**config.mk**
```make
export PLATFORM = sky130hd
export DESIGN_NAME = result_dispatcher
export DESIGN_NICKNAME = d
export VERILOG_FILES = /design/src/rtl/disp_pkg.sv /design/src/rtl/dispatch_cnt.sv /design/src/rtl/result_dispatcher.sv
export SDC_FILE = /design/constraint.sdc
export NUM_CORES = 1
export LEC_CHECK = 0
export ABC_AREA = 1
export BUFFER_PORTS_ARGS = -buffer_cell sky130_fd_sc_hd__clkbuf_2
export CORE_ASPECT_RATIO = 0.9
export CORE_MARGIN = 5
export CORE_UTILIZATION = 54
export CTS_BUF_LIST = sky130_fd_sc_hd__clkbuf_8
export DETAILED_ROUTE_END_ITERATION = 12
export GPL_TIMING_DRIVEN = 0
export PLACE_DENSITY = 0.82
export SYNTH_ARGS = -nofsm -noshare
export SYNTH_HDL_FRONTEND = slang
export SYNTH_SLANG_ARGS = --single-unit
```
**constraint.sdc**
```tcl
create_clock -name clk -period 2.4 [get_ports clk]
set_clock_uncertainty 0.2 [all_clocks]
set_input_delay 0 -clock clk [delete_from_list [all_inputs] [get_ports clk]]
set_output_delay 0 -clock clk [all_outputs]
set_load 0.03 [all_outputs]
```
**src/rtl/disp_pkg.sv**
```systemverilog
`default_nettype none
// ============================================================================
// Module   : disp_pkg
// Brief    : Shared state encoding, holding-register tag layout and default
//            widths for the result dispatcher.
// Revision : 1.0
// ============================================================================
package disp_pkg;

    localparam int C_DW_DEF     = 32;
    localparam int C_CNT_W_DEF  = 16;
    localparam int C_TO_CYC_DEF = 255;

    typedef enum logic [1:0] {
        IDLE    = 2'd0,
        RD_WAIT = 2'd1,
        SEND    = 2'd2
    } disp_state_e;

    typedef struct packed {
        logic       src;
        logic [7:0] proc_val;
    } disp_tag_t;

endpackage
`default_nettype wire

```
**src/rtl/dispatch_cnt.sv**
```systemverilog
`default_nettype none
// ============================================================================
// Module   : dispatch_cnt
// Brief    : Per-master word counter with frame-length compare and a one-cycle
//            completion pulse; a length of 0 lets the counter free-run.
// Revision : 1.0
// ============================================================================
module dispatch_cnt #(
    parameter int CNT_W = 16
) (
    input  logic             clk,
    input  logic             rst,
    input  logic             i_hs,
    input  logic [CNT_W-1:0] i_len,
    output logic             o_cmplt
);

    logic [CNT_W-1:0] r_count;
    logic             r_cmplt;
    logic             w_last;

    // Length is sampled live, so a mid-frame change applies at the next compare.
    assign w_last = (i_len != '0) && (r_count == (i_len - CNT_W'(1)));

    always_ff @(posedge clk) begin
        if (rst) begin
            r_count <= '0;
            r_cmplt <= 1'b0;
        end else begin
            r_cmplt <= i_hs && w_last;
            if (i_hs) begin
                r_count <= w_last ? '0 : (r_count + CNT_W'(1));
            end
        end
    end

    assign o_cmplt = r_cmplt;

endmodule
`default_nettype wire

```
**src/rtl/result_dispatcher.sv**
```systemverilog
`default_nettype none
// ============================================================================
// Module   : result_dispatcher
// Brief    : Pops tagged results from a FIFO and routes them to one of two
//            masters with valid/ready handshake and per-master frame counting.
//            Optional stall timeout enabled by defining DISPATCH_TIMEOUT_EN.
// Revision : 1.0
// ============================================================================
module result_dispatcher
    import disp_pkg::*;
#(
    parameter int DW     = C_DW_DEF,
    parameter int CNT_W  = C_CNT_W_DEF,
    parameter int TO_CYC = C_TO_CYC_DEF
) (
    input  logic             clk,
    input  logic             rst,
    input  logic             fifo_empty,
    output logic             fifo_rd_en,
    input  logic [DW-1:0]    fifo_rdata,
    input  logic             fifo_src,
    input  logic [1:0]       fifo_mode,
    input  logic [7:0]       fifo_proc_val,
    output logic [DW-1:0]    mstr0_data,
    output logic             mstr0_valid,
    input  logic             mstr0_ready,
    output logic [7:0]       mstr0_proc_val,
    input  logic [CNT_W-1:0] mstr0_len,
    output logic             mstr0_cmplt,
    output logic [DW-1:0]    mstr1_data,
    output logic             mstr1_valid,
    input  logic             mstr1_ready,
    output logic [7:0]       mstr1_proc_val,
    input  logic [CNT_W-1:0] mstr1_len,
    output logic             mstr1_cmplt,
    output logic             err_timeout
);

    if (TO_CYC < 1) begin : g_to_cyc_check
        $error("result_dispatcher: TO_CYC must be at least 1");
    end

    disp_state_e r_state;
    logic [DW-1:0] r_data;
    disp_tag_t     r_tag;
    logic          r_armed;

    logic w_send;
    logic w_hs;
    logic w_pop;
    logic w_timeout;

    assign w_send = (r_state == SEND);
    assign w_hs   = w_send && (r_tag.src ? mstr1_ready : mstr0_ready);

    // r_armed keeps the pop low for the first cycle out of reset.
    assign w_pop  = r_armed && !fifo_empty &&
                    ((r_state == IDLE) || w_hs);

    assign fifo_rd_en = w_pop;

    always_ff @(posedge clk) begin
        if (rst) begin
            r_state <= IDLE;
            r_data  <= '0;
            r_tag   <= '0;
            r_armed <= 1'b0;
        end else begin
            r_armed <= 1'b1;
            case (r_state)
                IDLE: begin
                    if (w_pop) begin
                        r_state <= RD_WAIT;
                    end
                end
                RD_WAIT: begin
                    r_data           <= fifo_rdata;
                    r_tag.src        <= fifo_src;
                    r_tag.proc_val   <= fifo_proc_val;
                    r_state          <= (fifo_mode == 2'd0) ? IDLE : SEND;
                end
                SEND: begin
                    if (w_hs) begin
                        r_state <= w_pop ? RD_WAIT : IDLE;
                    end else if (w_timeout) begin
                        r_state <= IDLE;
                    end
                end
                default: r_state <= IDLE;
            endcase
        end
    end

    assign mstr0_valid    = w_send && !r_tag.src;
    assign mstr1_valid    = w_send &&  r_tag.src;
    assign mstr0_data     = mstr0_valid ? r_data : '0;
    assign mstr1_data     = mstr1_valid ? r_data : '0;
    assign mstr0_proc_val = mstr0_valid ? r_tag.proc_val : 8'h00;
    assign mstr1_proc_val = mstr1_valid ? r_tag.proc_val : 8'h00;

    dispatch_cnt #(
        .CNT_W (CNT_W)
    ) u_cnt0 (
        .clk     (clk),
        .rst     (rst),
        .i_hs    (w_hs && !r_tag.src),
        .i_len   (mstr0_len),
        .o_cmplt (mstr0_cmplt)
    );

    dispatch_cnt #(
        .CNT_W (CNT_W)
    ) u_cnt1 (
        .clk     (clk),
        .rst     (rst),
        .i_hs    (w_hs && r_tag.src),
        .i_len   (mstr1_len),
        .o_cmplt (mstr1_cmplt)
    );

`ifdef DISPATCH_TIMEOUT_EN
    localparam int C_TO_W = $clog2(TO_CYC + 1);

    logic [C_TO_W-1:0] r_stall;
    logic              r_err;

    // Stall count is held at 0 outside SEND, so it starts fresh on every entry.
    assign w_timeout = w_send && !w_hs && (r_stall == C_TO_W'(TO_CYC - 1));

    always_ff @(posedge clk) begin
        if (rst) begin
            r_stall <= '0;
            r_err   <= 1'b0;
        end else begin
            r_err   <= w_timeout;
            r_stall <= w_send ? (r_stall + C_TO_W'(1)) : '0;
        end
    end

    assign err_timeout = r_err;
`else
    assign w_timeout   = 1'b0;
    assign err_timeout = 1'b0;
`endif

endmodule
`default_nettype wire
```
# ---- Word-level counts from Yosys, hierarchy flattened
# Cells that the tools add are included.
dict set report totals {
  latchBits 0
  mem_count 0
  mem_bits_rw 0
  rom_bits 0
  register_bits 78
}
dict set report op_classes {
  n_reduce_logical 19
  mux 13
  shifts 0
  n_bitwise 0
  n_mul 0
  n_addsub 4
  order_cmp 0
  div_mod_pow 0
  n_eq_ne 6
}
# op n
set op_table {}
lappend op_table {{$mux 32} 2}
lappend op_table {{$add 16x1->16 const B} 2}
lappend op_table {{$eq 16x16->1} 2}
lappend op_table {{$mux 16} 2}
lappend op_table {{$reduce_bool 16->1} 2}
lappend op_table {{$sub 16x1->16 const B} 2}
lappend op_table {{$mux 8} 2}
lappend op_table {{$logic_and 1x1->1} 11}
lappend op_table {{$mux 2} 3}
lappend op_table {{$pmux 2 s3} 1}
lappend op_table {{$logic_not 2->1} 2}
lappend op_table {{$mux 1} 3}
lappend op_table {{$eq 2x1->1 const B} 1}
lappend op_table {{$eq 2x2->1 const B} 1}
lappend op_table {{$logic_not 1->1} 2}
lappend op_table {{$ne 2x1->1 const B} 1}
lappend op_table {{$ne 2x2->1 const B} 1}
lappend op_table {{$reduce_and 2->1} 1}
lappend op_table {{$logic_or 1x1->1} 1}

# ---- Longest topological paths before layout
dict set report logic_depth {
  ltp_word 7
  mapped_depth 15
}

# ---- Cells and area by module
# Synthesis repeated with hierarchy kept, for this count alone.
dict set report hier_totals {
  hier_cells 945
  area_unflattened_um2 5759.3
}
# module seq_area_each_um2 area_per_inst_um2 instances cells_each
set by_module_without_submodules {}
lappend by_module_without_submodules {dispatch_cnt 340.3 1826.8 2 304}
lappend by_module_without_submodules {result_dispatcher 880.8 2105.8 1 337}

# ---- Worst setup path after synthesis
# OpenSTA, ideal clock, no wires.
dict set report synth_timing {
  path_type {flip-flop to flip-flop}
  start {reg r_state[0]}
  end {reg u_cnt0.r_count[11]}
  arrival_time_ns 1.554
  synth_period_minus_slack_ns 1.861
  path_buffers 0
  setup_time_ns 0.107
  path_slack_ns 0.539
  path_stages_with_launch 12
  path_cell_list {dfxtp_1 -> inv_1 -> nand2_2 -> nor2_4 -> nand2_4 -> inv_1 -> nand3_1 -> nor2_2 -> xor2_1 -> nor2_1 -> nand2_2 -> inv_2}
}
dict set report synth_via {
  elab_chain_len 3
}
# element line_no
set synth_lines {}
lappend synth_lines {{start, declared} result_dispatcher.sv:43} ;# disp_state_e r_state;
lappend synth_lines {{start signal, assigned} result_dispatcher.sv:80} ;# r_state <= (fifo_mode == 2'd0) ? IDLE : SEND;
lappend synth_lines {{start signal, assigned} result_dispatcher.sv:84} ;# r_state <= w_pop ? RD_WAIT : IDLE;
lappend synth_lines {{$eq 2x2->1} result_dispatcher.sv:53} ;# assign w_send = (r_state == SEND);
lappend synth_lines {{$logic_and 1x1->1} result_dispatcher.sv:54} ;# assign w_hs = w_send && (r_tag.src ? mstr1_ready : mstr0_ready);
lappend synth_lines {{$logic_and 1x1->1} result_dispatcher.sv:106} ;# .i_hs (w_hs && !r_tag.src),
lappend synth_lines {{end signal, assigned} dispatch_cnt.sv:32} ;# r_count <= w_last ? '0 : (r_count + CNT_W'(1));
lappend synth_lines {{end, declared} dispatch_cnt.sv:18} ;# logic [CNT_W-1:0] r_count;
# No other way between the ends.
# A chain may end at the register's enable or synchronous reset.

# ---- Final worst setup path
dict set report layout_timing {
  start {reg r_state[0]}
  end {reg r_state[1]}
}
dict set report layout_via {
  elab_chain_len 6
  elab_cells_between_ends 10
}
# element line_no
set layout_lines {}
lappend layout_lines {{$eq 2x2->1} {result_dispatcher.sv:53, result_dispatcher.sv:70}}
lappend layout_lines {{$logic_and 1x1->1} result_dispatcher.sv:54}
lappend layout_lines {{$logic_or 1x1->1} result_dispatcher.sv:58} ;# ((r_state == IDLE) || w_hs);
lappend layout_lines {{$logic_and 1x1->1} result_dispatcher.sv:57} ;# assign w_pop = r_armed && !fifo_empty &&
lappend layout_lines {{$ne 2x2->1 (no source line)} -}
lappend layout_lines {{$reduce_and 2->1 (no source line)} -}
# Parallel ways exist; a longest one is shown, timed or not.

==> out/results.tsv <==
metric	value	unit
worstHoldStart	mstr1_ready	
seq_area_frac_synth	28.80	%
powerDensity	414.2	mW/mm²
dr.pass1.iters	5	
drc	0	
grt_start_max_net_pins	14	
netlist_area	0.005421	mm²
cts_tree	yes	
hold_viol	0	
fin_ws	0.2593	ns
drive_gt1_share	21.03	%
wl_per_cell	14.59	µm
start_kind	register	
yosysUniqueCellTypes	41	
path_cells	inv_1 -> nor2_1 -> o21ai_0 -> dlygate4sd3_1 -> a21oi_1 -> dlygate4sd3_1	
crit_family	buffers and inverters	
viasPerCell	5.171	
track_usage	29.72	%
final-setup-viol-count	0	
clk_latency	0.36	ns
synth_area_per_cell	6.105	µm²
fmax	467.1	MHz
initial_core_util	55.65	%
regToRegStartpoint	r_state[0]	
nets	1203	
antenna_found_initial	0	
dieWidth	115.6	µm
dp.cells	1178	
areaGrowthSynthToFinish	32.13	%
worst-path-buf-inv	3	
syn-instance-count	888	
std_cell_rows	34	
htreeDepth	3	
crit_slowest_cell	dlygate4sd3_1	
outcome	finished, final reports clean	
fin_util	73.53	%
relSlewSlack	61.38	%
synth_nets	974	
leakage	0.003525	µW
path_max_fanout	4	
cts.sinks	78	
clock-root-buffer	clkbuf_8	
clkTransAtPathRegs	0.09	ns
cts.path.max_buffers	2	
final_cells	1248	
period_needed	2.141	ns
grt_pass1_wl	29390	µm
cp-startpoint	r_state[0]	
power	2967	µW
ir_drop	467.6	µV
die_h	105.1	µm
diodes	0	
io_buffers	164	
cp-end-kind	register	
tightest_slew	0.5793	ns
postCtsHoldBufs	54	
grt.overflow.total	0	
critical_path_class	register to register	
rsz0062_at_grt	false	
slew_violations	0	
crit_arrival	2.25	ns
grt_pass1_vias	6195	
ctsResizeCount	0	
vias	6453	
worstPathRequired	2.51	ns
synth_warnings	0	
nFillCells	785	
path_common_cell	dlygate4sd3_1	
cts_buffers	9	
die-area	0.01215	mm²
first_iter_violations	396	
dp_hpwl	12780	µm
drv_cap	0	
globalplace.congestion	0.9230	
postRouteWirelength	18210	µm
hp-class	input port to register	
core_area	0.009742	mm²
tns	0	ns
slowest_delay	0.56	ns
fin_crit_sh	89.20	%
drtAntennaViolNets	0	
dpl_worst_slack	0.2517	ns
postCtsSetupRepairBufs	0	
ys_seq_elements	78	
ios	166	
## where the power goes
part / switching (µW) / internal (µW) / total (µW)
clock network: 507 / 613 / 1120
registers: 12.8 / 1330 / 1340
logic: 301 / 201 / 503
total: 821 / 2150 / 2970
## Yosys cell counts, drive strengths merged
library cell | count | area [µm²]
or2 | 1 | 6.260
o21ai | 53 | 265.3
nor3 | 14 | 102.6
inv | 140 | 525.5
clkinv | 1 | 3.750
ha | 6 | 75.07
dfxtp | 78 | 1562
xnor2 | 12 | 105.1
a21o | 1 | 7.510
o22ai | 1 | 6.260
nand3b | 5 | 37.54
a31oi | 1 | 6.260
a21oi | 51 | 255.2
conb | 1 | 3.750
o21bai | 1 | 7.510
nand2 | 197 | 799.5
dlygate4sd1 | 2 | 17.52
nand4 | 15 | 108.9
nor3b | 4 | 35.03
nor2 | 206 | 868.3
o2111ai | 1 | 8.760
nand3 | 41 | 225.2
xor2 | 29 | 261.5
a211oi | 1 | 7.510
clkbuf | 21 | 78.83
buf | 4 | 35.03
and3 | 1 | 6.260
## placed cells by master (no fill, tap or decap), types with 21 or more instances in the layout
master,synthesis,routed
clkbuf_2,0,164
dfxtp_1,78,78
nor2_1,186,186
xor2_1,28,28
a21oi_1,51,51
o21ai_0,51,51
inv_1,134,135
nand2_1,181,181
nand3_1,37,37
dlygate4sd3_1,0,54
clkbuf_1,21,21
## sequential cells by signal (all words and copies together) (netlist names)
| signal | flops |
|---|---|
| r_state | 2 |
| u_cnt0.r_count | 16 |
| u_cnt0.o_cmplt | 1 |
| r_tag | 9 |
| u_cnt1.r_count | 16 |
| r_data | 32 |
| r_armed | 1 |
| u_cnt1.o_cmplt | 1 |
## layer usage
layer,part of all wire (%),GRT usage (%)
met5,0,0
met1,41,37.42
met2,48,49.83
met3,8.7,6.936
met4,2.9,10.02
## tightest hold or removal path, stage by stage
cell and delay [ns]:
clkbuf_2 0.07, nand2_1 0.07, nand2_2 0.14, nand2_4 0.11
nand2_1 0.07, a21oi_1 0.05
## logic make-up (layout without fill, tap and decap cells)
family / after synthesis / count (layout) / synth area share [%]
AND/OR/NAND/NOR: 484 / 484 / 40.39
other: 1 / 1 / 0.06917
flip-flops: 78 / 78 / 28.80
AO/OA/AOI/OAI: 110 / 110 / 10.41
adder cells (fa/ha/maj): 6 / 6 / 1.385
buffers and inverters: 168 / 402 / 12.19
XOR/XNOR: 41 / 41 / 6.762
## per-stage QoR
step	hold WS [ns]	instance area, µm²
floorplan	-0.04590	5421
global placement	0.07866	6400
CTS	0.01819	7163
finish	0.02539	7163
detailed placement	0.08494	6400
global route	0.07026	7163
## cell type report
| type | count | area (µm²) | area share [%] |
|---|---|---|---|
| clock inverter | 6 | 85.08 | 1.188 |
| clock buffer | 10 | 137.6 | 1.921 |
| inverter | 141 | 529.3 | 7.389 |
| tap | 126 | 157.7 | 2.201 |
| buffer | 27 | 131.4 | 1.834 |
| sequential | 78 | 1562 | 21.80 |
| timing repair buffer | 218 | 1361 | 19.00 |
| multi-input combinational | 642 | 3199 | 44.66 |
## final timing paths
kind         depth (start not counted)                end  slack, ns
max                                  6         r_state[1]       0.26
min                                  6  u_cnt1.r_count[1]       0.03
min reg2reg                          2         r_data[25]       0.29
max reg2reg                          6         r_state[1]       0.26
Power figures use the tool's default switching activity.
